## config.mk

```make
export PLATFORM = sky130hd
export DESIGN_NAME = world_editor
export DESIGN_NICKNAME = d
export VERILOG_FILES = /design/src/rtl/world_editor.sv
export SDC_FILE = /design/constraint.sdc
export NUM_CORES = 1
export LEC_CHECK = 0
export CORE_ASPECT_RATIO = 0.7
export CORE_MARGIN = 5
export CORE_UTILIZATION = 30
export DETAILED_ROUTE_END_ITERATION = 7
export PLACE_DENSITY = 0.55
export SYNTH_ARGS = -nofsm -noshare
export SYNTH_HDL_FRONTEND = slang
export SYNTH_SLANG_ARGS = --single-unit
```

## constraint.sdc

```tcl
create_clock -name clk_in -period 5.6 [get_ports clk_in]
set_input_delay 1.4 -clock clk_in [delete_from_list [all_inputs] [get_ports clk_in]]
set_output_delay 1.4 -clock clk_in [all_outputs]
set_load 0.1 [all_outputs]
```

## src/rtl/world_editor.sv

```systemverilog
// world_editor: runs one PLACE / DELETE / CLEAR_PLANE edit per start pulse
// against the dual-port block-world RAM.
// Build option WORLD_EDITOR_DEDUP_EN: PLACE scans the whole world, refuses to
// duplicate an existing cube (status EXISTS) and commits into the first free
// slot in a one-cycle COMMIT state.
// Handshake: start is a request accepted only in IDLE (there is no ready);
// busy is high from the cycle after accept through the done cycle; done is a
// one-cycle pulse; world_we is a one-cycle strobe with world_write_addr and
// world_write valid in that same cycle.
module world_editor #(
  parameter int COORD_W      = 16,
  parameter int WORLD_BITS   = 7,
  parameter int WORLD_SIZE   = 128,
  parameter int NORMAL_WIDTH = 2,
  parameter int READ_LATENCY = 2
) (
  input  logic                      clk_in,
  input  logic                      rst_in,
  input  logic                      start,
  input  logic [1:0]                cmd,
  input  logic [1:0]                plane_axis,
  input  logic [COORD_W-1:0]        plane_val,
  input  logic [WORLD_BITS-1:0]     looked_at_cube,
  input  logic [3*NORMAL_WIDTH-1:0] looked_at_normal,
  input  logic [3*COORD_W:0]        world_read,
  output logic [WORLD_BITS-1:0]     world_read_addr,
  output logic [WORLD_BITS-1:0]     world_write_addr,
  output logic [3*COORD_W:0]        world_write,
  output logic                      world_we,
  output logic                      busy,
  output logic                      done,
  output logic [1:0]                status,
  output logic [WORLD_BITS:0]       edit_count,
  output logic [2:0]                dbg_state
);
  localparam int PH_W = (READ_LATENCY < 2) ? 1 : $clog2(READ_LATENCY + 1);
  localparam logic [PH_W-1:0]       LAST_PH   = PH_W'(READ_LATENCY);
  localparam logic [WORLD_BITS-1:0] LAST_ADDR = WORLD_BITS'(WORLD_SIZE - 1);
  localparam logic [WORLD_BITS:0]   CNT_MAX   = (WORLD_BITS + 1)'(WORLD_SIZE);

  localparam logic [1:0] CMD_PLACE  = 2'd1;
  localparam logic [1:0] CMD_DELETE = 2'd2;
  localparam logic [1:0] CMD_CLEAR  = 2'd3;
  localparam logic [1:0] ST_OK        = 2'd0;
  localparam logic [1:0] ST_FULL      = 2'd1;
  localparam logic [1:0] ST_NOT_FOUND = 2'd2;

  typedef enum logic [2:0] {S_IDLE, S_FETCH, S_SCAN, S_COMMIT, S_DONE} state_t;

  state_t                    r_state, w_next;
  logic [1:0]                r_cmd, r_axis, r_res, r_status;
  logic [COORD_W-1:0]        r_plane_val, r_fx, r_fy, r_fz;
  logic [WORLD_BITS-1:0]     r_cube, r_addr;
  logic [3*NORMAL_WIDTH-1:0] r_normal;
  logic [PH_W-1:0]           r_phase;
  logic [WORLD_BITS:0]       r_cnt, r_edit_count;
`ifdef WORLD_EDITOR_DEDUP_EN
  logic                      r_free_found, r_exists;
  logic [WORLD_BITS-1:0]     r_free_addr;
  logic                      w_match_target;
`endif

  logic                      w_rd_valid, w_eval, w_last, w_match_fetch, w_match_plane;
  logic [COORD_W-1:0]        w_rd_x, w_rd_y, w_rd_z, w_plane_coord;
  logic [COORD_W-1:0]        w_nx, w_ny, w_nz, w_tx, w_ty, w_tz;

  assign w_rd_valid = world_read[3*COORD_W];
  assign w_rd_x     = world_read[3*COORD_W-1:2*COORD_W];
  assign w_rd_y     = world_read[2*COORD_W-1:COORD_W];
  assign w_rd_z     = world_read[COORD_W-1:0];
  assign w_eval     = (r_phase == LAST_PH);
  assign w_last     = (r_addr == LAST_ADDR);

  // Face normal components are sign-extended; the sum wraps modulo 2^COORD_W.
  assign w_nx = {{(COORD_W-NORMAL_WIDTH){r_normal[NORMAL_WIDTH-1]}}, r_normal[NORMAL_WIDTH-1:0]};
  assign w_ny = {{(COORD_W-NORMAL_WIDTH){r_normal[2*NORMAL_WIDTH-1]}}, r_normal[2*NORMAL_WIDTH-1:NORMAL_WIDTH]};
  assign w_nz = {{(COORD_W-NORMAL_WIDTH){r_normal[3*NORMAL_WIDTH-1]}}, r_normal[3*NORMAL_WIDTH-1:2*NORMAL_WIDTH]};
  assign w_tx = r_fx + w_nx;
  assign w_ty = r_fy + w_ny;
  assign w_tz = r_fz + w_nz;

  assign w_match_fetch = w_rd_valid && ({w_rd_x, w_rd_y, w_rd_z} == {r_fx, r_fy, r_fz});
  assign w_match_plane = w_rd_valid && (w_plane_coord == r_plane_val);
`ifdef WORLD_EDITOR_DEDUP_EN
  assign w_match_target = w_rd_valid && ({w_rd_x, w_rd_y, w_rd_z} == {w_tx, w_ty, w_tz});
`endif

  assign busy       = (r_state != S_IDLE);
  assign done       = (r_state == S_DONE);
  assign status     = done ? r_res : r_status;
  assign edit_count = done ? r_cnt : r_edit_count;
  assign dbg_state  = r_state;

  // Select the coordinate that CLEAR_PLANE compares against plane_val.
  always_comb begin
    w_plane_coord = w_rd_x;
    case (r_axis)
      2'd1:    w_plane_coord = w_rd_y;
      2'd2:    w_plane_coord = w_rd_z;
      default: w_plane_coord = w_rd_x;
    endcase
  end

  // Next-state logic plus RAM address and write-strobe generation.
  always_comb begin
    w_next           = r_state;
    world_read_addr  = '0;
    world_write_addr = '0;
    world_write      = '0;
    world_we         = 1'b0;
    case (r_state)
      S_IDLE: begin
        if (start) begin
          case (cmd)
            CMD_PLACE, CMD_DELETE: w_next = S_FETCH;
            CMD_CLEAR:             w_next = (plane_axis == 2'd3) ? S_DONE : S_SCAN;
            default:               w_next = S_DONE;
          endcase
        end
      end
      S_FETCH: begin
        world_read_addr = r_cube;
        if (w_eval) w_next = w_rd_valid ? S_SCAN : S_DONE;
      end
      S_SCAN: begin
        world_read_addr = r_addr;
        if (w_eval) begin
          case (r_cmd)
            CMD_PLACE: begin
`ifndef WORLD_EDITOR_DEDUP_EN
              if (!w_rd_valid) begin
                world_we         = 1'b1;
                world_write_addr = r_addr;
                world_write      = {1'b1, w_tx, w_ty, w_tz};
                w_next           = S_DONE;
              end
`endif
            end
            CMD_DELETE: begin
              if (w_match_fetch) begin
                world_we         = 1'b1;
                world_write_addr = r_addr;
                world_write      = {1'b0, w_rd_x, w_rd_y, w_rd_z};
              end
            end
            CMD_CLEAR: begin
              if (w_match_plane) begin
                world_we         = 1'b1;
                world_write_addr = r_addr;
                world_write      = {1'b0, w_rd_x, w_rd_y, w_rd_z};
              end
            end
            default: ;
          endcase
          if (w_last && (w_next == S_SCAN)) begin
`ifdef WORLD_EDITOR_DEDUP_EN
            w_next = (r_cmd == CMD_PLACE) ? S_COMMIT : S_DONE;
`else
            w_next = S_DONE;
`endif
          end
        end
      end
`ifdef WORLD_EDITOR_DEDUP_EN
      S_COMMIT: begin
        if (!r_exists && r_free_found) begin
          world_we         = 1'b1;
          world_write_addr = r_free_addr;
          world_write      = {1'b1, w_tx, w_ty, w_tz};
        end
        w_next = S_DONE;
      end
`endif
      S_DONE:  w_next = S_IDLE;
      default: w_next = S_IDLE;
    endcase
  end

  // State register; reset aborts any command immediately.
  always_ff @(posedge clk_in) begin
    if (rst_in) r_state <= S_IDLE;
    else        r_state <= w_next;
  end

  // Command latch, scan counters, write count and result bookkeeping.
  always_ff @(posedge clk_in) begin
    if (rst_in) begin
      r_cmd        <= '0;
      r_axis       <= '0;
      r_plane_val  <= '0;
      r_cube       <= '0;
      r_normal     <= '0;
      r_fx         <= '0;
      r_fy         <= '0;
      r_fz         <= '0;
      r_addr       <= '0;
      r_phase      <= '0;
      r_cnt        <= '0;
      r_res        <= ST_OK;
      r_status     <= ST_OK;
      r_edit_count <= '0;
`ifdef WORLD_EDITOR_DEDUP_EN
      r_free_found <= 1'b0;
      r_exists     <= 1'b0;
      r_free_addr  <= '0;
`endif
    end else begin
      case (r_state)
        S_IDLE: begin
          if (start) begin
            r_cmd       <= cmd;
            r_axis      <= plane_axis;
            r_plane_val <= plane_val;
            r_cube      <= looked_at_cube;
            r_normal    <= looked_at_normal;
            r_addr      <= '0;
            r_phase     <= '0;
            r_cnt       <= '0;
            r_res       <= ST_OK;
`ifdef WORLD_EDITOR_DEDUP_EN
            r_free_found <= 1'b0;
            r_exists     <= 1'b0;
`endif
          end
        end
        S_FETCH: begin
          if (w_eval) begin
            r_phase <= '0;
            r_fx    <= w_rd_x;
            r_fy    <= w_rd_y;
            r_fz    <= w_rd_z;
            if (!w_rd_valid) r_res <= ST_NOT_FOUND;
          end else begin
            r_phase <= r_phase + 1'b1;
          end
        end
        S_SCAN: begin
          if (w_eval) begin
            r_phase <= '0;
            r_addr  <= r_addr + 1'b1;
            if (world_we && (r_cnt != CNT_MAX)) r_cnt <= r_cnt + 1'b1;
`ifdef WORLD_EDITOR_DEDUP_EN
            if (r_cmd == CMD_PLACE) begin
              if (!w_rd_valid && !r_free_found) begin
                r_free_found <= 1'b1;
                r_free_addr  <= r_addr;
              end
              if (w_match_target) r_exists <= 1'b1;
            end
`endif
            if (w_last && !world_we) begin
`ifndef WORLD_EDITOR_DEDUP_EN
              if (r_cmd == CMD_PLACE) r_res <= ST_FULL;
`endif
              if ((r_cmd == CMD_DELETE) && (r_cnt == '0)) r_res <= ST_NOT_FOUND;
            end
          end else begin
            r_phase <= r_phase + 1'b1;
          end
        end
`ifdef WORLD_EDITOR_DEDUP_EN
        S_COMMIT: begin
          if (r_exists) begin
            r_res <= 2'd3;
          end else if (r_free_found) begin
            r_res <= ST_OK;
            r_cnt <= (WORLD_BITS + 1)'(1);
          end else begin
            r_res <= ST_FULL;
          end
        end
`endif
        S_DONE: begin
          r_status     <= r_res;
          r_edit_count <= r_cnt;
        end
        default: ;
      endcase
    end
  end
endmodule

```

==> impl_results.md <==
- Status: completed
- First-pass GRT wire length: 52490 µm
- Post-CTS Hold Buffers: 0
- Hold Fails Final Rpt: 0
- Root Driver: clkbuf_16
- GRT Util Overall: 0.2136
- Synthesized Nets: ~1300
- Share of the synthesized area in the top cell type: 0.2673
- Clock share of power: 0.438
- Antenna-violating nets left: 0
- Pwr per Cell Area: roughly 200 nW/µm²
- Clock transition at path regs: 0.05 ns
- Worst skew pair latency: approximately 0.42 ns
- Reg2reg path depth: 11
- Int Pwr: between 0.0015 and 0.002 W
- Final setup fails: 0
- Gpl congestion: 0.9579
- RR Endpoint: r_cnt[7]$_SDFFE_PP0P_
- N_diodes: 0
- Utilization after layout: 0.4595
- PortBufs: around 160
- Register share of total power: 0.334
- Worst Path Required: approximately 4.2 ns
- Crit Path Class: in2out
- Synthesized area per cell: between 7 and 8 µm²
- Sw Share: 0.3018
- Worst Hold Path EP: r_cube[4]$_SDFFE_PP0P_
- Routed vias/inst: around 5.3
- Vias in the first global route: a little under 9000
- Critical Path Fanout Max: 6
- Number of flops mapped to enable cells by yosys: 0
- DR DRC count: 0
- Hold Path Cell Cnt: 2
- Clock skew: roughly 0.0084 ns
- Total power: around 0.0026 W
- Largest net degree at the start of global routing: 53
- Fin crit period: roughly 5.5 ns
- Max Clk Rate: between 150 and 200 MHz
- Share of layout cells above drive strength 1: 0.2301
- Flops & latches, synth: ~110
- Most common cell on crit path: buf_4
- Core footprint: ~28000 µm²
- Die width: roughly 210 µm
- Final setup TNS: 0 ns
- Most common cell after layout, fill and taps aside: nand2_1
- Psw: 0.0007817 W
- Via count: approximately 9400
- DR WL/cell: 19.64 µm
- Clk buf depth: 2
- Crit end category: primary output
- Most used cells in the layout excluding fill and tap cells: nand2_1 (209), buf_4 (127), a21oi_1 (114)
- Post-synth top area cell: dfxtp_1
- Fin crit share: 0.9873
- P_leak: approximately 5 nW
- Mapped cell area: 8464 µm²
- Data arrival, critical path: 4.13 ns
- Seq/Total Area, Yosys: 0.2673
- Unique cell type count in the Yosys netlist: 73
- CP Buf/Inv Count: 5
- Worst path max stage delay: around 0.52 ns
- HP Start: r_cube[4]$_SDFFE_PP0P_
- CTS tree: done
- Synth Instances: ~1100
- Slew headroom: 0.3432
- Initial core utilization: 0.3042
- Rows: roughly 50
- Critical Path Start Type: input port
- Die area: 31730 µm²
- Max-cap violations: 0
- Dominant synthesized flop cell: dfxtp_1
- Slowest CP cell: clkdlybuf4s50_1
- Least-Margin Pin Slew: 0.9822 ns
- Area delta synth->final: 51.03%
- RR Startpoint: r_axis[1]$_SDFFE_PP0P_
- Register-to-register setup slack: between 1.5 and 2 ns
- Top post-synthesis cells by area: dfxtp_1 (27%), nand2_1 (9.3%), ha_1 (7.5%)
- Initial DRC count: 860
- Critical-path cell list: clkdlybuf4s50_1, buf_4, a22oi_1, o21ai_0, buf_4, xor2_1, nor3_2, and4_4, o21ai_0, nor2_1, buf_4, a22o_1, buf_12
- Comb pwr share: 0.228
- FFs w/ async S/R, synth: 0
- Total Wirelength: 34680 µm
- I/O pin total: around 160
- CTS H-tree lvls: 4
- Nets: between 1500 and 2000
- Clk sink count: 113
- Drt pass-1 iters: 7
- Hold Path Class: reg2reg
- Congestion Overflow GR: 0
- Chip Height: approximately 150 µm
- Delay-heaviest family, CP: buffers and inverters
- Post-DP HPWL: around 27000 µm
- Max Slew Vio Count: 0
- Initial antenna violation count: 0
- TritonCTS Buffers: 17
- Synth warn: 0
- Worst vdd ir: 0.0001439 V
state kept, by name, indices dropped and copies added, names as in the netlist, 6 cells and up:
name,flops
r_fx,16
r_cnt,8
r_plane_val,16
r_edit_count,8
r_addr,7
r_cube,7
r_fz,16
r_normal,6
r_fy,16
stage by stage:
stage	std cells	worst slack [ns]	cell area [µm²]	hold WS [ns]
floorplan	1137	-0.2862	8571	0.4360
global placement	1731	-0.2773	11870	0.4434
detailed placement	1731	-0.2991	11870	0.4492
CTS	1765	0.008976	12640	0.4580
global route	1766	-0.004721	12780	0.4817
finish	1766	0.07105	12780	0.4577
final cells by class:
class / instances / area, µm²
flip-flops and latches: 113 / 2262
repair buffers: 278 / 3073
well taps: 371 / 464.2
fillers: 2825 / 15040
multi-input cells: 942 / 6261
clock inverters: 10 / 132.6
clock buffers: 22 / 474.2
inverters: 30 / 116.4
cell usage after synthesis, types with 22 or more instances:
library cell / n
a21oi_1: 114
a22oi_1: 47
clkbuf_1: 43
dfxtp_1: 113
ha_1: 51
inv_1: 29
nand2_1: 209
nand4_1: 22
nor2_1: 99
nor3_1: 31
o21ai_0: 44
xnor2_1: 71
xor2_1: 24
power by group through the flow:
stage	sequential, W	clock (W)	combinational [W]
2_1_floorplan	0.000881	0	0.000288
5_1_grt	0.000868	0.00119	0.000633
3_5_place_dp	0.000881	0	0.000564
3_3_place_gp	0.000880	0	0.000566
6_report	0.000865	0.00113	0.000591
4_1_cts	0.000864	0.00115	0.000574
per-layer routing:
layer  track usage  vias to the layer above  wire length, µm  part of all wire
li1              -                     4574                -                 -
met1        0.3381                     4394            17310              0.50
met2        0.2977                      411            13940              0.40
met3       0.04228                       34             3044             0.088
met4       0.03661                        0              376             0.011
met5             0                        -                0                 0
cell families (layout without fill, tap and decap cells):
logic type | after synthesis | in the layout | synth area share
AOI/OAI and AO/OA | 307 | 307 | 0.2358
xor gates and xnor gates | 97 | 97 | 0.1021
adders and majority gates | 54 | 54 | 0.08248
buffers and inverters | 82 | 340 | 0.03710
DFF | 113 | 113 | 0.2673
muxes | 14 | 14 | 0.01803
and+or+nand+nor | 470 | 470 | 0.2572
tightest hold or removal path: cells and delay by family, from the launching register on:
family,cells,cell delay (ns)
AO/OA/AOI/OAI,1,0.05
AND/OR/NAND/NOR,1,0.05
flip-flops,1,0.31
worst max-delay path by stage:
stage / start / endpoint / cells after the start / slack (ns)
floorplan: world_read[20] / world_write_addr[1] / 8 / -0.29
global placement: world_read[19] / world_write_addr[0] / 11 / -0.28
detailed placement: world_read[19] / world_write_addr[6] / 11 / -0.30
CTS: world_read[23] / world_write[30] / 13 / 0.009
global route: world_read[38] / world_write[10] / 12 / -0.005
finish: world_read[11] / world_write[47] / 13 / 0.07
repair_timing:
item / CTS / global route
pin swaps: 7 / 12
endpoints found under the setup margin: 56 / 45
cloned: 1 / 0
gates resized for setup: 43 / 34
hold endpoints to repair: 0 / 0
setup buffers: 1 / 1
No activity file was read; power rests on OpenSTA's default activity.
